[src/rtl/i2c_cmd_arbiter_if.sv]
// Byte-level I2C command channel: a one-cycle req with cmd/wr_data, answered
// later by a one-cycle done carrying rd_data.
interface i2c_cmd_arbiter_if;
    logic       req;
    logic [3:0] cmd;
    logic [7:0] wr_data;
    logic [7:0] rd_data;
    logic       done;
    logic       busy;

    // busy exists only on the arbiter's master-facing ports; the controller has none
    modport master (output req, cmd, wr_data, input rd_data, done);
    modport slave  (input req, cmd, wr_data, output rd_data, done, busy);
endinterface

[src/rtl/i2c_cmd_arbiter.sv]
// Round-robin, transaction-locked sharing of one byte-level I2C controller
// between two masters, with per-byte timeout and request-overflow flags.
module i2c_cmd_arbiter #(
    parameter int         TIMEOUT_CYC = 4096,
    parameter logic [3:0] STOP_MASK   = 4'b1000
) (
    input  logic              clk,
    input  logic              rst_n,
    i2c_cmd_arbiter_if.slave  m0,
    i2c_cmd_arbiter_if.slave  m1,
    i2c_cmd_arbiter_if.master ctl,
    output logic [1:0]        owner,
    output logic              err_timeout,
    output logic [1:0]        err_ovf
);
    localparam int            CW   = (TIMEOUT_CYC > 2) ? $clog2(TIMEOUT_CYC) : 1;
    localparam logic [CW-1:0] TMAX = (TIMEOUT_CYC == 0) ? '0 : CW'(TIMEOUT_CYC - 1);

    typedef enum logic {IDLE, WAIT} state_t;

    state_t          state_q, state_d;
    logic [1:0]      vld_q, vld_d;
    logic [1:0][3:0] scmd_q, scmd_d;
    logic [1:0][7:0] swd_q, swd_d;
    logic [1:0]      mdone_q, mdone_d;
    logic [1:0][7:0] mrd_q, mrd_d;
    logic            req_q, req_d;
    logic [3:0]      cmd_q, cmd_d;
    logic [7:0]      wd_q, wd_d;
    logic            sel_q, sel_d;
    logic            lg_q, lg_d;
    logic [1:0]      owner_q, owner_d;
    logic            to_q, to_d;
    logic [1:0]      ovf_q, ovf_d;
    logic [CW-1:0]   cnt_q, cnt_d;

    logic [1:0]      mreq;
    logic [1:0][3:0] mcmd;
    logic [1:0][7:0] mwd;
    logic [1:0]      elig;
    logic            pick;
    logic            tmo_hit;

    assign mreq = {m1.req, m0.req};
    assign mcmd = {m1.cmd, m0.cmd};
    assign mwd  = {m1.wr_data, m0.wr_data};

    always_ff @(posedge clk or negedge rst_n) begin
        if (!rst_n) begin
            state_q <= IDLE;
            vld_q   <= '0;
            scmd_q  <= '0;
            swd_q   <= '0;
            mdone_q <= '0;
            mrd_q   <= '0;
            req_q   <= 1'b0;
            cmd_q   <= '0;
            wd_q    <= '0;
            sel_q   <= 1'b0;
            lg_q    <= 1'b1;
            owner_q <= '0;
            to_q    <= 1'b0;
            ovf_q   <= '0;
            cnt_q   <= '0;
        end else begin
            state_q <= state_d;
            vld_q   <= vld_d;
            scmd_q  <= scmd_d;
            swd_q   <= swd_d;
            mdone_q <= mdone_d;
            mrd_q   <= mrd_d;
            req_q   <= req_d;
            cmd_q   <= cmd_d;
            wd_q    <= wd_d;
            sel_q   <= sel_d;
            lg_q    <= lg_d;
            owner_q <= owner_d;
            to_q    <= to_d;
            ovf_q   <= ovf_d;
            cnt_q   <= cnt_d;
        end
    end

    always_comb begin
        state_d = state_q;
        vld_d   = vld_q;
        scmd_d  = scmd_q;
        swd_d   = swd_q;
        mdone_d = '0;
        mrd_d   = mrd_q;
        req_d   = 1'b0;
        cmd_d   = cmd_q;
        wd_d    = wd_q;
        sel_d   = sel_q;
        lg_d    = lg_q;
        owner_d = owner_q;
        to_d    = 1'b0;
        ovf_d   = '0;
        cnt_d   = cnt_q;

        // A slot freed at the previous edge reads empty here, so a req in the
        // done cycle is accepted; a req against a full slot is dropped.
        for (int i = 0; i < 2; i++) begin
            if (mreq[i]) begin
                if (vld_q[i]) begin
                    ovf_d[i] = 1'b1;
                end else begin
                    vld_d[i]  = 1'b1;
                    scmd_d[i] = mcmd[i];
                    swd_d[i]  = mwd[i];
                end
            end
        end

        elig    = (owner_q != 2'b00) ? (vld_q & owner_q) : vld_q;
        pick    = (elig == 2'b11) ? ~lg_q : elig[1];
        tmo_hit = (TIMEOUT_CYC != 0) && (cnt_q == TMAX);

        case (state_q)
            IDLE: begin
                if (|elig) begin
                    req_d   = 1'b1;
                    cmd_d   = scmd_q[pick];
                    wd_d    = swd_q[pick];
                    sel_d   = pick;
                    lg_d    = pick;
                    cnt_d   = '0;
                    state_d = WAIT;
                end
            end
            WAIT: begin
                cnt_d = cnt_q + CW'(1);
                // done beats a timeout landing on the same cycle
                if (ctl.done) begin
                    mdone_d[sel_q] = 1'b1;
                    mrd_d[sel_q]   = ctl.rd_data;
                    vld_d[sel_q]   = 1'b0;
                    owner_d        = (|(cmd_q & STOP_MASK)) ? 2'b00 : (sel_q ? 2'b10 : 2'b01);
                    state_d        = IDLE;
                end else if (tmo_hit) begin
                    mdone_d[sel_q] = 1'b1;
                    mrd_d[sel_q]   = 8'h00;
                    vld_d[sel_q]   = 1'b0;
                    to_d           = 1'b1;
                    owner_d        = 2'b00;
                    state_d        = IDLE;
                end
            end
            default: state_d = IDLE;
        endcase
    end

    assign m0.busy     = vld_q[0];
    assign m0.done     = mdone_q[0];
    assign m0.rd_data  = mrd_q[0];
    assign m1.busy     = vld_q[1];
    assign m1.done     = mdone_q[1];
    assign m1.rd_data  = mrd_q[1];
    assign ctl.req     = req_q;
    assign ctl.cmd     = cmd_q;
    assign ctl.wr_data = wd_q;
    assign owner       = owner_q;
    assign err_timeout = to_q;
    assign err_ovf     = ovf_q;
endmodule
[src/flat_wrapper.sv]
// flat-port wrapper written by rule: the top's interface ports become plain ports
module i2c_cmd_arbiter_flat 
#(
    parameter int         TIMEOUT_CYC = 4096,
    parameter logic [3:0] STOP_MASK   = 4'b1000
)
  (clk, rst_n, owner, err_timeout, err_ovf, m0_req, m0_cmd, m0_wr_data, m0_rd_data, m0_done, m0_busy, m1_req, m1_cmd, m1_wr_data, m1_rd_data, m1_done, m1_busy, ctl_req, ctl_cmd, ctl_wr_data, ctl_rd_data, ctl_done);
  i2c_cmd_arbiter_if m0_i ();
  i2c_cmd_arbiter_if m1_i ();
  i2c_cmd_arbiter_if ctl_i ();
  input  logic clk;
  input  logic rst_n;
  output logic [1:0] owner;
  output logic err_timeout;
  output logic [1:0] err_ovf;
  input wire logic [$bits(m0_i.req)-1:0] m0_req;
  input wire logic [$bits(m0_i.cmd)-1:0] m0_cmd;
  input wire logic [$bits(m0_i.wr_data)-1:0] m0_wr_data;
  output wire logic [$bits(m0_i.rd_data)-1:0] m0_rd_data;
  output wire logic [$bits(m0_i.done)-1:0] m0_done;
  output wire logic [$bits(m0_i.busy)-1:0] m0_busy;
  input wire logic [$bits(m1_i.req)-1:0] m1_req;
  input wire logic [$bits(m1_i.cmd)-1:0] m1_cmd;
  input wire logic [$bits(m1_i.wr_data)-1:0] m1_wr_data;
  output wire logic [$bits(m1_i.rd_data)-1:0] m1_rd_data;
  output wire logic [$bits(m1_i.done)-1:0] m1_done;
  output wire logic [$bits(m1_i.busy)-1:0] m1_busy;
  output wire logic [$bits(ctl_i.req)-1:0] ctl_req;
  output wire logic [$bits(ctl_i.cmd)-1:0] ctl_cmd;
  output wire logic [$bits(ctl_i.wr_data)-1:0] ctl_wr_data;
  input wire logic [$bits(ctl_i.rd_data)-1:0] ctl_rd_data;
  input wire logic [$bits(ctl_i.done)-1:0] ctl_done;
  assign m0_i.req = m0_req;
  assign m0_i.cmd = m0_cmd;
  assign m0_i.wr_data = m0_wr_data;
  assign m0_rd_data = m0_i.rd_data;
  assign m0_done = m0_i.done;
  assign m0_busy = m0_i.busy;
  assign m1_i.req = m1_req;
  assign m1_i.cmd = m1_cmd;
  assign m1_i.wr_data = m1_wr_data;
  assign m1_rd_data = m1_i.rd_data;
  assign m1_done = m1_i.done;
  assign m1_busy = m1_i.busy;
  assign ctl_req = ctl_i.req;
  assign ctl_cmd = ctl_i.cmd;
  assign ctl_wr_data = ctl_i.wr_data;
  assign ctl_i.rd_data = ctl_rd_data;
  assign ctl_i.done = ctl_done;
  i2c_cmd_arbiter #(.TIMEOUT_CYC(TIMEOUT_CYC), .STOP_MASK(STOP_MASK)) u_core (.clk(clk), .rst_n(rst_n), .m0(m0_i), .m1(m1_i), .ctl(ctl_i), .owner(owner), .err_timeout(err_timeout), .err_ovf(err_ovf));
endmodule
[config.mk]
export PLATFORM = sky130hd
export DESIGN_NAME = i2c_cmd_arbiter_flat
export DESIGN_NICKNAME = d
export VERILOG_FILES = /design/src/rtl/i2c_cmd_arbiter_if.sv /design/src/rtl/i2c_cmd_arbiter.sv /design/src/flat_wrapper.sv
export SDC_FILE = /design/constraint.sdc
export NUM_CORES = 1
export LEC_CHECK = 0
export CORE_AREA = 5 5 120 122
export CTS_BUF_LIST = sky130_fd_sc_hd__clkbuf_8
export DETAILED_ROUTE_END_ITERATION = 10
export DIE_AREA = 0 0 125 127
export PLACE_DENSITY = 0.51
export SLEW_MARGIN = 5
export SYNTH_ARGS = -nofsm -noshare
export SYNTH_HDL_FRONTEND = slang
export SYNTH_SLANG_ARGS = --single-unit
[constraint.sdc]
create_clock -name clk -period 2.3 [get_ports clk]
set_input_delay 0.46 -clock clk [delete_from_list [all_inputs] [get_ports clk]]
set_output_delay 0.46 -clock clk [all_outputs]
set_load 0.03 [all_outputs]
==> out/metrics.cfg <==
[timing]
fin_tns_setup_ns=0
setup_violations=0
grt_setup_unrepaired=no
fmax_mhz=477
fin_crit_ns=2.10
fin_skew_ns=0.0110
tightest_slew_ns=0.763
slew_violations=0
period_share_pct=91.2
hold_viol_final=0
relSlewSlack_pct=49.1
layout_setup_ws_ns=0.202
holdWs_ns=0.0779

[worst_setup_path]
cp.arrival_ns=1.64
crit_slowest_cell=clkdlybuf4s50_1
critical_path_class=reg -> out
crit_fanout=9
worstPathRequired_ns=1.84
endpoint_kind=output port
cpPeakStageDelay_ns=0.77
cp-start-kind=register
cp.buffers_inverters=1
crit_path_cell_trace=clkdlybuf4s50_1
crit_family=buffers and inverters

[place]
dpl-instance-area_um2=4190
dpl_worst_slack_ns=0.355
hpwlAfterDp_um=5760
port-buffer-count=74
routabilityCongestion=0.714

[clocking]
numCtsBuffers=9
cts_max_level=3
post-cts-setup-buffers=0
clkSinkCount=77
ctsResizeCount=0
cts_buffer_depth=2
cts_tree=yes
cts_hold_buf=0
cts_root_buf=clkbuf_8
clk_pin_slew_worst_paths_ns=0.08
insertion_delay_ns=0.35

[synthesis]
synth_top_area_share_pct=59.4
synthDistinctLibCells=39
yosysSeqAreaShare_pct=60.2
synthTopCellsByArea=dfrtp_1 59%, mux2_2 9.1%, a22o_1 5.7%
syn-instance-count=250
async_reset_ff_share_pct=100
synth_flop_cell=dfrtp_1
ys_ff_latch=77
synth_area_um2=3200
synth_largest_area_cell=dfrtp_1
yosysWarnings=0
synth_edf_count=0
avgSynthCellArea_um2=12.8
synth_nets=288

[floorplanning]
start_util_pct=24.5
die_h_um=127
ios=75
die-area_um2=15900
fp.dieW_um=125
core_um2=13100
num_rows=42

[grt]
antenna_found_initial=0
grt_pass1_wl_um=13600
track_usage_pct=10.6
overflow=0
first_global_vias=2520
grt_max_degree=43

[route]
drc=0
antenna_left=0
wl_um=8100
drt_iter0_markers=124
drt-pass1-iter-count=4
viasPerCell=4.56
avgRoutedWirePerCell_um=15.8
num_vias=2345

[power]
ir_drop_v=0.000754
power_per_cell_area_nw_per_um2=1410
p_leak_uw=0.00186

[cells_and_area]
syn_to_final_growth_pct=36.7
final_cell_mix=76 x dfrtp_1, 73 x clkdlybuf4s50_1, 27 x a21oi_1
drive_gt1_share_pct=16.9
final_nets=371
antennaDiodeCount=0
finalInstanceArea_um2=4380
final_common_cell=dfrtp_1

[run_status]
status=finished, final reports clean

[min_path]
hp-class=in -> async

[flow_run]
maxCapViolCount=0

[kinds of logic (layout without fill, tap and decap cells)]
family | after synthesis | count (layout) | synth area share (%)
flip-flops | 77 | 77 | 60.2
XOR/XNOR | 3 | 3 | 0.820
multiplexers | 42 | 42 | 14.1
buffers and inverters | 16 | 104 | 2.23
AND/OR/NAND/NOR | 45 | 45 | 7.89
adder cells (fa/ha/maj) | 1 | 1 | 0.390
AO/OA/AOI/OAI | 66 | 66 | 14.4
[cell type report]
class	instances	area, µm²
Sequential cell	77	1930
Tap cell	176	220
Multi-Input combinational cell	157	1200
Timing Repair Buffer	82	811
Clock inverter	7	68.8
Fill cell	1326	8710
Clock buffer	9	124
Inverter	6	22.5
[metrics by stage]
stage               utilization, %  total power, µW  std cells
finish                        33.5             6190        514
global route                  33.5             6610        514
CTS                           33.5             6300        514
detailed placement            32.0             5270        498
global placement              32.0             5230        498
floorplan                        -             4130        250
[final timing paths]
kind / from / to / slack (ns) / cells past startpoint
worst max-delay path: u_core.vld_q[1] / m1_busy / 0.20 / 1
worst min register to register: u_core.m1.rd_data[3] / u_core.m1.rd_data[3] / 0.51 / 1
worst min-delay path: rst_n / u_core.m1.rd_data[4] / 0.08 / 1
worst max register to register: u_core.vld_q[1] / u_core.cnt_q[6] / 0.44 / 4
max in group asynchronous: rst_n / u_core.cnt_q[2] / 1.64 / 2
min in group clk: u_core.m1.rd_data[3] / u_core.m1.rd_data[3] / 0.51 / 1
[state kept, by name, summed over array words and instances (netlist names)]
signal              flops
u_core.sel_q            1
u_core.mdone_q          2
u_core.lg_q             1
u_core.ctl.cmd          4
u_core.err_ovf          2
u_core.ctl.wr_data      8
u_core.ctl.req          1
u_core.m1.rd_data       8
u_core.cnt_q           12
u_core.owner            2
u_core.scmd_q           8
u_core.err_timeout      1
u_core.m0.rd_data       8
u_core.swd_q           16
u_core.state_q          1
u_core.vld_q            2
[where the power goes]
group | switching, µW | total, µW | internal [µW]
sequential | 429 | 2360 | 1930
combinational | 1520 | 2830 | 1310
clock | 498 | 993 | 495
[synth_stat cells (all sizes together), types with 4 or more instances]
cell type	number
dfrtp	76
a21oi	27
mux2	26
a22o	21
mux2i	16
nor2	10
nand2	9
o21ai	9
buf	7
inv	6
nand3	6
nor3	4
[routing by layer]
metal	vias to the layer above	GRT usage [%]	routed length [µm]
li1	1087	-	-
met1	1163	14.6	3910
met4	0	2.61	66
met3	10	3.92	493
met5	-	0	0
met2	85	16.1	3630
Power figures use the tool's default switching activity.
